### src/rtl/mem_loader.sv
`default_nettype none
// ============================================================================
// Module   : mem_loader
// Purpose  : Button-driven write front end for the display RAM (manual write,
//            address step, whole-memory fill). MEM_FILL_RAMP_EN selects the
//            ramp fill pattern instead of a constant fill.
// Revision : 1.0
// ============================================================================
module mem_loader #(
    parameter int ADDR_W    = 8,
    parameter int DATA_W    = 16,
    parameter int DB_CYCLES = 250000
) (
    input  logic              clk,
    input  logic              rst,
    input  logic              step_btn,
    input  logic              load_btn,
    input  logic              fill_btn,
    input  logic [DATA_W-1:0] din,
    output logic [ADDR_W-1:0] addr,
    output logic [DATA_W-1:0] wdata,
    output logic              we,
    output logic              busy,
    output logic              done
);
    localparam int               CNT_W     = $clog2(DB_CYCLES) + 1;
    localparam logic [CNT_W-1:0] CNT_MAX   = CNT_W'(DB_CYCLES - 1);
    localparam logic [ADDR_W-1:0] ADDR_LAST = '1;

    typedef enum logic [1:0] {
        S_IDLE  = 2'd0,
        S_WRITE = 2'd1,
        S_FILL  = 2'd2,
        S_DONE  = 2'd3
    } state_t;

    logic [2:0] raw_btn;
    logic [2:0] press;

    assign raw_btn = {fill_btn, load_btn, step_btn};

    generate
        for (genvar b = 0; b < 3; b++) begin : g_btn
            logic             sync1_q, sync2_q, db_q, db_dly_q, press_q;
            logic [CNT_W-1:0] cnt_q;

            always_ff @(posedge clk or posedge rst) begin
                if (rst) begin
                    sync1_q  <= 1'b0;
                    sync2_q  <= 1'b0;
                    db_q     <= 1'b0;
                    db_dly_q <= 1'b0;
                    press_q  <= 1'b0;
                    cnt_q    <= '0;
                end else begin
                    sync1_q <= raw_btn[b];
                    sync2_q <= sync1_q;
                    // Any bounce back to the debounced level restarts the count.
                    if (sync2_q == db_q) begin
                        cnt_q <= '0;
                    end else if (cnt_q == CNT_MAX) begin
                        cnt_q <= '0;
                        db_q  <= ~db_q;
                    end else begin
                        cnt_q <= cnt_q + CNT_W'(1);
                    end
                    db_dly_q <= db_q;
                    press_q  <= db_q & ~db_dly_q;
                end
            end

            assign press[b] = press_q;
        end
    endgenerate

    state_t              state_q, state_d;
    logic [ADDR_W-1:0]   addr_q, addr_d;
    logic [DATA_W-1:0]   wdata_q, wdata_d;
    logic                we_q, we_d;
    logic                busy_q, busy_d;
    logic                done_q, done_d;
    logic                fill_wr;

    always_ff @(posedge clk or posedge rst) begin
        if (rst) begin
            state_q <= S_IDLE;
            addr_q  <= '0;
            wdata_q <= '0;
            we_q    <= 1'b0;
            busy_q  <= 1'b0;
            done_q  <= 1'b0;
        end else begin
            state_q <= state_d;
            addr_q  <= addr_d;
            wdata_q <= wdata_d;
            we_q    <= we_d;
            busy_q  <= busy_d;
            done_q  <= done_d;
        end
    end

    // Outputs are registered on entry to each state so we/addr/wdata line up.
    always_comb begin
        state_d = state_q;
        addr_d  = addr_q;
        wdata_d = wdata_q;
        we_d    = 1'b0;
        busy_d  = 1'b0;
        done_d  = 1'b0;
        fill_wr = 1'b0;
        unique case (state_q)
            S_IDLE: begin
                if (press[2]) begin
                    addr_d  = '0;
                    fill_wr = 1'b1;
                    state_d = S_FILL;
                end else if (press[1]) begin
                    wdata_d = din;
                    we_d    = 1'b1;
                    busy_d  = 1'b1;
                    state_d = S_WRITE;
                end else if (press[0]) begin
                    addr_d = addr_q + ADDR_W'(1);
                end
            end
            S_WRITE: begin
                addr_d  = addr_q + ADDR_W'(1);
                state_d = S_IDLE;
            end
            S_FILL: begin
                if (addr_q == ADDR_LAST) begin
                    addr_d  = '0;
                    done_d  = 1'b1;
                    state_d = S_DONE;
                end else begin
                    addr_d  = addr_q + ADDR_W'(1);
                    fill_wr = 1'b1;
                end
            end
            S_DONE: begin
                state_d = S_IDLE;
            end
            default: begin
                state_d = S_IDLE;
            end
        endcase

        if (fill_wr) begin
            we_d   = 1'b1;
            busy_d = 1'b1;
`ifdef MEM_FILL_RAMP_EN
            wdata_d = din + DATA_W'(addr_d);
`else
            wdata_d = din;
`endif
        end
    end

    assign addr  = addr_q;
    assign wdata = wdata_q;
    assign we    = we_q;
    assign busy  = busy_q;
    assign done  = done_q;

endmodule
`default_nettype wire

### config.mk
export PLATFORM = sky130hd
export DESIGN_NAME = mem_loader
export DESIGN_NICKNAME = d
export VERILOG_FILES = /design/src/rtl/mem_loader.sv
export SDC_FILE = /design/constraint.sdc
export NUM_CORES = 1
export LEC_CHECK = 0
export BUFFER_PORTS_ARGS = -buffer_cell sky130_fd_sc_hd__buf_2
export CORE_MARGIN = 8
export CORE_UTILIZATION = 30
export CTS_CLUSTER_DIAMETER = 30
export DETAILED_ROUTE_END_ITERATION = 12
export HOLD_SLACK_MARGIN = 0.08
export SLEW_MARGIN = 20
export SYNTH_ARGS = -nofsm -noshare
export SYNTH_HDL_FRONTEND = slang
export SYNTH_SLANG_ARGS = --single-unit
### constraint.sdc
create_clock -name clk -period 4.1 [get_ports clk]
set_input_delay 0.41 -clock clk [delete_from_list [all_inputs] [get_ports clk]]
set_output_delay 0.41 -clock clk [all_outputs]
set_load 0.005 [all_outputs]
* Word-level counts from Yosys, hierarchy flattened *
Cells that the tools add are included.

operators by class
  add/subtract/negate cells = 4
  reductions and logical operators = 11
  bitwise gates (word level) = 12
  mux-type cells = 28
  shift-type cells = 0
  equal/unequal tests = 15
  order comparisons = 0
  divide/modulo/power cells = 0
  multipliers = 0

operator list
  operator               count
  $mux 19                6
  $mux 16                4
  $add 19x1->19 const B  3
  $eq 19x18->1 const B   3
  $mux 8                 4
  $pmux 8 s3             1
  $ne 3x3->1 const B     3
  $not 1->1              9
  $add 8x1->8 const B    1
  $eq 8x8->1 const B     1
  $mux 1                 8
  $reduce_and 2->1       4
  $mux 2                 3
  $pmux 2 s3             1
  $reduce_and 3->1       2
  $eq 2x2->1 const B     2
  $reduce_bool 2->1      2
  $and 1x1->1            3
  $eq 1x1->1             3
  $reduce_bool 3->1      1
  $eq 2x1->1 const B     1
  $logic_not 2->1        1
  $ne 2x1->1 const B     1
  $ne 2x2->1 const B     1
  2 further kinds        2

word-level totals
  output and inout port bits = 27
  bits in writable memories = 0
  input bits = 21
  bits in registers = 100
  latch bits = 0
  word-level logic and storage cells = 93
  memory bits (read-only) = 0
  memories kept = 0

* Depth between registers and ports, before layout *
  word-level depth = 5
  gate-level depth with buffers = 7

* Least setup slack after synthesis *
Ideal clock, no wire load.

  kind = reg2reg
  start = register g_btn[1].cnt_q[0]
  end = register g_btn[1].cnt_q[10]
  period minus slack after synthesis = 1.879 ns
  data required time = 3.981 ns
  arrival time = 1.760 ns
  stages on the path, launching flop included = 7
  path buffers = 1
  setup slack = 2.221 ns
  cell sequence = dfrtp_1 -> ha_1 -> nand3_2 -> or4_4 -> o31ai_4 -> buf_6 -> nor2_1

on the way
  word-level cells in the longest chain between the ends = 3
  elaborated cells between the ends (all ways) = 4
  classes of those cells = add/sub (1); eq/ne (1); mux (2)

ends and longest elaborated chain
  what                                                  line    text
  start: declaration                                    45      logic [CNT_W-1:0] cnt_q;
  start signal: assignment                              65      cnt_q <= cnt_q + CNT_W'(1);
  $add 19x1->19 / $eq 19x18->1 (equally long branches)  65, 61
  $mux 19 *                                             61      end else if (cnt_q == CNT_MAX) begin
  $mux 19 *                                             59      if (sync2_q == db_q) begin

Every way passes the cells marked *; elsewhere a longest branch is shown, timed or not.
A chain may end at the register's enable or synchronous reset.

* Worst setup path after layout *
  start = register addr_q[0] (netlist: addr[0])
  end = register wdata_q[1] (netlist: wdata[1])

on the way
  word-level cells in the longest chain between the ends = 5
  elaborated cells between the ends (all ways) = 8
  classes of those cells = eq/ne (2); mux (3); reduce/logical (3)

ends and longest elaborated chain
  what                                                                     line  text
  start: declaration                                                       77    logic [ADDR_W-1:0] addr_q, addr_d;
  start signal: assignment                                                 94    addr_q <= addr_d;
  $eq 8x8->1 *                                                             131   if (addr_q == ADDR_LAST) begin
  $mux 1 *                                                                 131
  $pmux 1 s2 *                                                             111   unique case (state_q)
  $ne 2x1->1 (no source line) / $reduce_bool 2->1 (equally long branches)  n/a
  $reduce_and 3->1 (no source line)                                        n/a
  end signal: assignment                                                   95    wdata_q <= wdata_d;
  end: declaration                                                         78    logic [DATA_W-1:0] wdata_q, wdata_d;

Marks and branches as above.

==> qor.csv <==
stage,metric,value,unit
sta,Setup TNS,0,ps
grt,antenna violations before repair,0,
logic_synthesis,post-synth cell types,39,
clock_network,H-Tree Depth,3,
floorplan,Die H,140,um
worst_hold_path,HP Start,step_btn,
floorplan,row cnt,45,
floorplan,Die ar.,0.0196,mm^2
finish,Area growth syn-to-layout,16.4,%
logic_synthesis,ys flop type,dfrtp_1,
pwr,"Power, Total",0.00197,W
finish,post-route cell area,0.00536,mm^2
grt,first-pass GRT wire length,15.8,mm
logic_synthesis,top-area cell type share of the netlist area,54.4,%
grt,largest net degree at the start of global routing,75,
floorplan,Starting Density,30.5,%
logic_synthesis,syn_nets,447,
logic_synthesis,#FFs+latches synth,100,
critical_path,Max stage delay on crit path,500,ps
logic_synthesis,Post-synth EDFFs,0,
critical_path,Worst Path Required,4330,ps
routing,post-route ant nets,0,
pwr,switching share of power,21.2,%
clock_network,Resize count post-CTS,0,
run_status,status,"finished, final reports clean",
logic_synthesis,area share of fa/ha/maj cells after synthesis,1.90,%
floorplan,core area,0.0151,mm^2
clock_network,deepest clock path buffer count,2,
worst_hold_path,min-delay worst type,input pin to register,
routing,Iter 0 DRT Violations,258,
sta,crit share post-route,53.9,%
critical_path,Critical Path Slowest Stage Cell,nand2_1,
sta,crit path time final,2210,ps
critical_path,worst reg2reg startpoint,addr[0]$_DFFE_PP0P_,
routing,DR WL/cell,13.5,um
clock_network,Hold Buf Count CTS,0,
logic_synthesis,post-synthesis sequential area ratio,54.4,%
critical_path,internal reg-to-reg setup slack,1890,ps
sta,Slew @ Worst Pin,887,ps
grt,total gr overflow,0,
clock_network,Worst-Skew Late Latency,340,ps
sta,fmax,452,MHz
logic_synthesis,ys async rst share,100,%
critical_path,reg-to-reg endpoint,wdata[1]$_DFFE_PP0P_,
pwr,Combinational Power Share,2.7,%
pwr,Sequential Power Share,51.1,%
placement,hpwl dp,6.16,mm
logic_synthesis,XOR/XNOR Fraction of Synth Area,8.18,%
sta,Clock Skews,6.37,ps
logic_synthesis,Synth Area in Compound Gates,7.75,%
logic_synthesis,mux share of post-synthesis cell area,4.87,%
logic_synthesis,Avg Inst Size Synth,11.0,um^2
logic_synthesis,post-synthesis instance total,419,
pwr,Clock power frac,46.2,%
sta,Final setup viols,0,
critical_path,CP Cell Sequence,ha_1 > nand3_1 > o21ai_0 > nand2_1 > mux2_2,
logic_synthesis,Synth area leaders,"dfrtp_1 54%, mux2_2 4.6%, xnor2_1 4.4%",
grt,GRT Util Overall,9.67,%
pwr,P_sw,0.000418,W
placement,input/output buffers,47,
sta,unrepaired setup endpoints after global routing,no,
routing,final WL,8.96,mm
clock_network,Num CTS Buffers,9,
floorplan,I/O pin total,48,
pwr,cell-internal power,0.00155,W
placement,Post-DP Area,0.00504,mm^2
clock_network,Clock Sinks,100,
logic_synthesis,synth cell count leaders,"100 x dfrtp_1, 52 x nor2_1, 23 x nand3_1, 23 x xnor2_1, 20 x xor2_1",
critical_path,kind of critical path,register to register,
sta,Slew headroom,40.8,%
logic_synthesis,"count leader, synth",dfrtp_1,
finish,Inserted Diodes,0,
logic_synthesis,simple-gate area share of the yosys netlist,20.8,%
job,max cap viols,0,
critical_path,Critical Path Source Type,register,
routing,vias per cell,4.92,
clock_network,Root Buffer,clkbuf_16,
clock_network,Post-CTS Setup Repair Bufs,0,
sta,Hold WS,171,ps
placement,Placer Congestion,0.791,
finish,Nets,499,
clock_network,"CTS clk-pin slew, worst paths",70,ps
critical_path,Worst Path Arrival,2440,ps
logic_synthesis,Mapped Area,0.00460,mm^2
logic_synthesis,Synth area leader,dfrtp_1,
pwr,P per Cell Area,367,mW/mm^2
worst_hold_path,Hold Path End,g_btn[0].sync1_q$_DFF_PP0_,
pwr,Leakage,2.43,nW
sta,final hold vios,0,
pwr,peak supply drop,0.236,mV
routing,router iterations before antenna repair,4,
finish,fraction of layout instances using a drive strength above 1,20.2,%
clock_network,CTS tree,yes,
floorplan,die extent in x,140,um
routing,Vias,3266,
critical_path,Crit. End Element,register,
grt,vias in the first global route,3347,
critical_path,Worst R2R Path Depth,5,
sta,Max Slew Vio Count,0,
logic_synthesis,main combinational cell family by area after synthesis,simple AND/OR/NAND/NOR gates,
worst_hold_path,worst hold stages,1,
critical_path,crit-path max FO,17,
routing,DRC,0,
logic_synthesis,YS warnings,0,
[flip-flops by register name, summed over array words and instances (netlist names)]
signal and count:
wdata 16, g_btn.db_dly_q 3, g_btn.sync1_q 3, g_btn.sync2_q 3, done 1, addr 8
g_btn.press_q 3, g_btn.db_q 3, busy 1, state_q 2, g_btn.cnt_q 57
[worst max-delay path, delay by kind of cell (launching register included)]
| family | cells | cell delay (ps) |
|---|---|---|
| flip-flops | 1 | 430 |
| multiplexers | 1 | 460 |
| AND/OR/NAND/NOR | 2 | 690 |
| AO/OA/AOI/OAI | 1 | 310 |
| adder cells (fa/ha/maj) | 1 | 210 |
[power by group through the flow]
stage               Combinational (W)  Sequential (W)  Clock, W
floorplan                   0.0000369         0.00102         0
global placement            0.0000534         0.00102         0
detailed placement          0.0000549         0.00102         0
CTS                         0.0000551         0.00101  0.000935
global route                0.0000618         0.00101  0.000970
finish                      0.0000527         0.00101  0.000908
[cell usage in the layout, fill, tap and decap left out, types with 9 or more instances in the layout]
cell	Yosys	routed
dfrtp_1	100	100
nor2_1	52	52
buf_2	2	47
nand3_1	23	23
xnor2_1	23	23
xor2_1	20	20
mux2_2	19	19
nand2_1	19	19
o21ai_0	19	19
nand4_1	16	16
a21oi_1	15	15
inv_1	12	11
or3_1	11	11
nor3_1	10	10
clkbuf_16	0	9
[metal layers]
metal | track usage, % | part of all wire, %
met1 | 11.4 | 46
met2 | 16.6 | 49
met3 | 2.67 | 3.2
met4 | 3.37 | 1.4
met5 | 0 | 0
[kinds of logic (layout without fill, tap and decap cells)]
logic type,after synthesis,in the layout
simple gates,175,175
xor+xnor,43,43
buf+inv,20,77
fa+ha+maj,7,7
mux,20,20
flops,100,100
compound gates,54,54
[worst max path at each step]
stage / to / startpoint / slack, ps / cells after the start
4_1_cts: wdata[1]$_DFFE_PP0P_ / addr[0]$_DFFE_PP0P_ / 1860 / 5
2_1_floorplan: addr[0]$_DFFE_PP0P_ / rst / 1070 / 1
5_1_grt: wdata[2]$_DFFE_PP0P_ / addr[0]$_DFFE_PP0P_ / 1680 / 5
3_5_place_dp: wdata[1]$_DFFE_PP0P_ / addr[0]$_DFFE_PP0P_ / 1890 / 5
3_3_place_gp: wdata[15]$_DFFE_PP0P_ / addr[0]$_DFFE_PP0P_ / 1930 / 5
6_report: wdata[1]$_DFFE_PP0P_ / addr[0]$_DFFE_PP0P_ / 1890 / 5
[cell type report]
class	count	area [um^2]
fillers	1503	9730
flip-flops and latches	100	2500
multi-input cells	299	2000
repair buffers	49	250
well taps	188	235
clock buffers	10	229
clock inverters	6	87.6
inverters	12	47.5
[metrics by stage]
step / instances / worst slack, ps / util, %
after detailed placement: 648 / 1890 / 33.4
after global routing: 664 / 1680 / 35.5
after global placement: 648 / 1930 / 33.4
final: 664 / 1890 / 35.5
after floorplan: 419 / 1070 / -
after CTS: 664 / 1860 / 35.5
No activity file was read; power rests on OpenSTA's default activity.
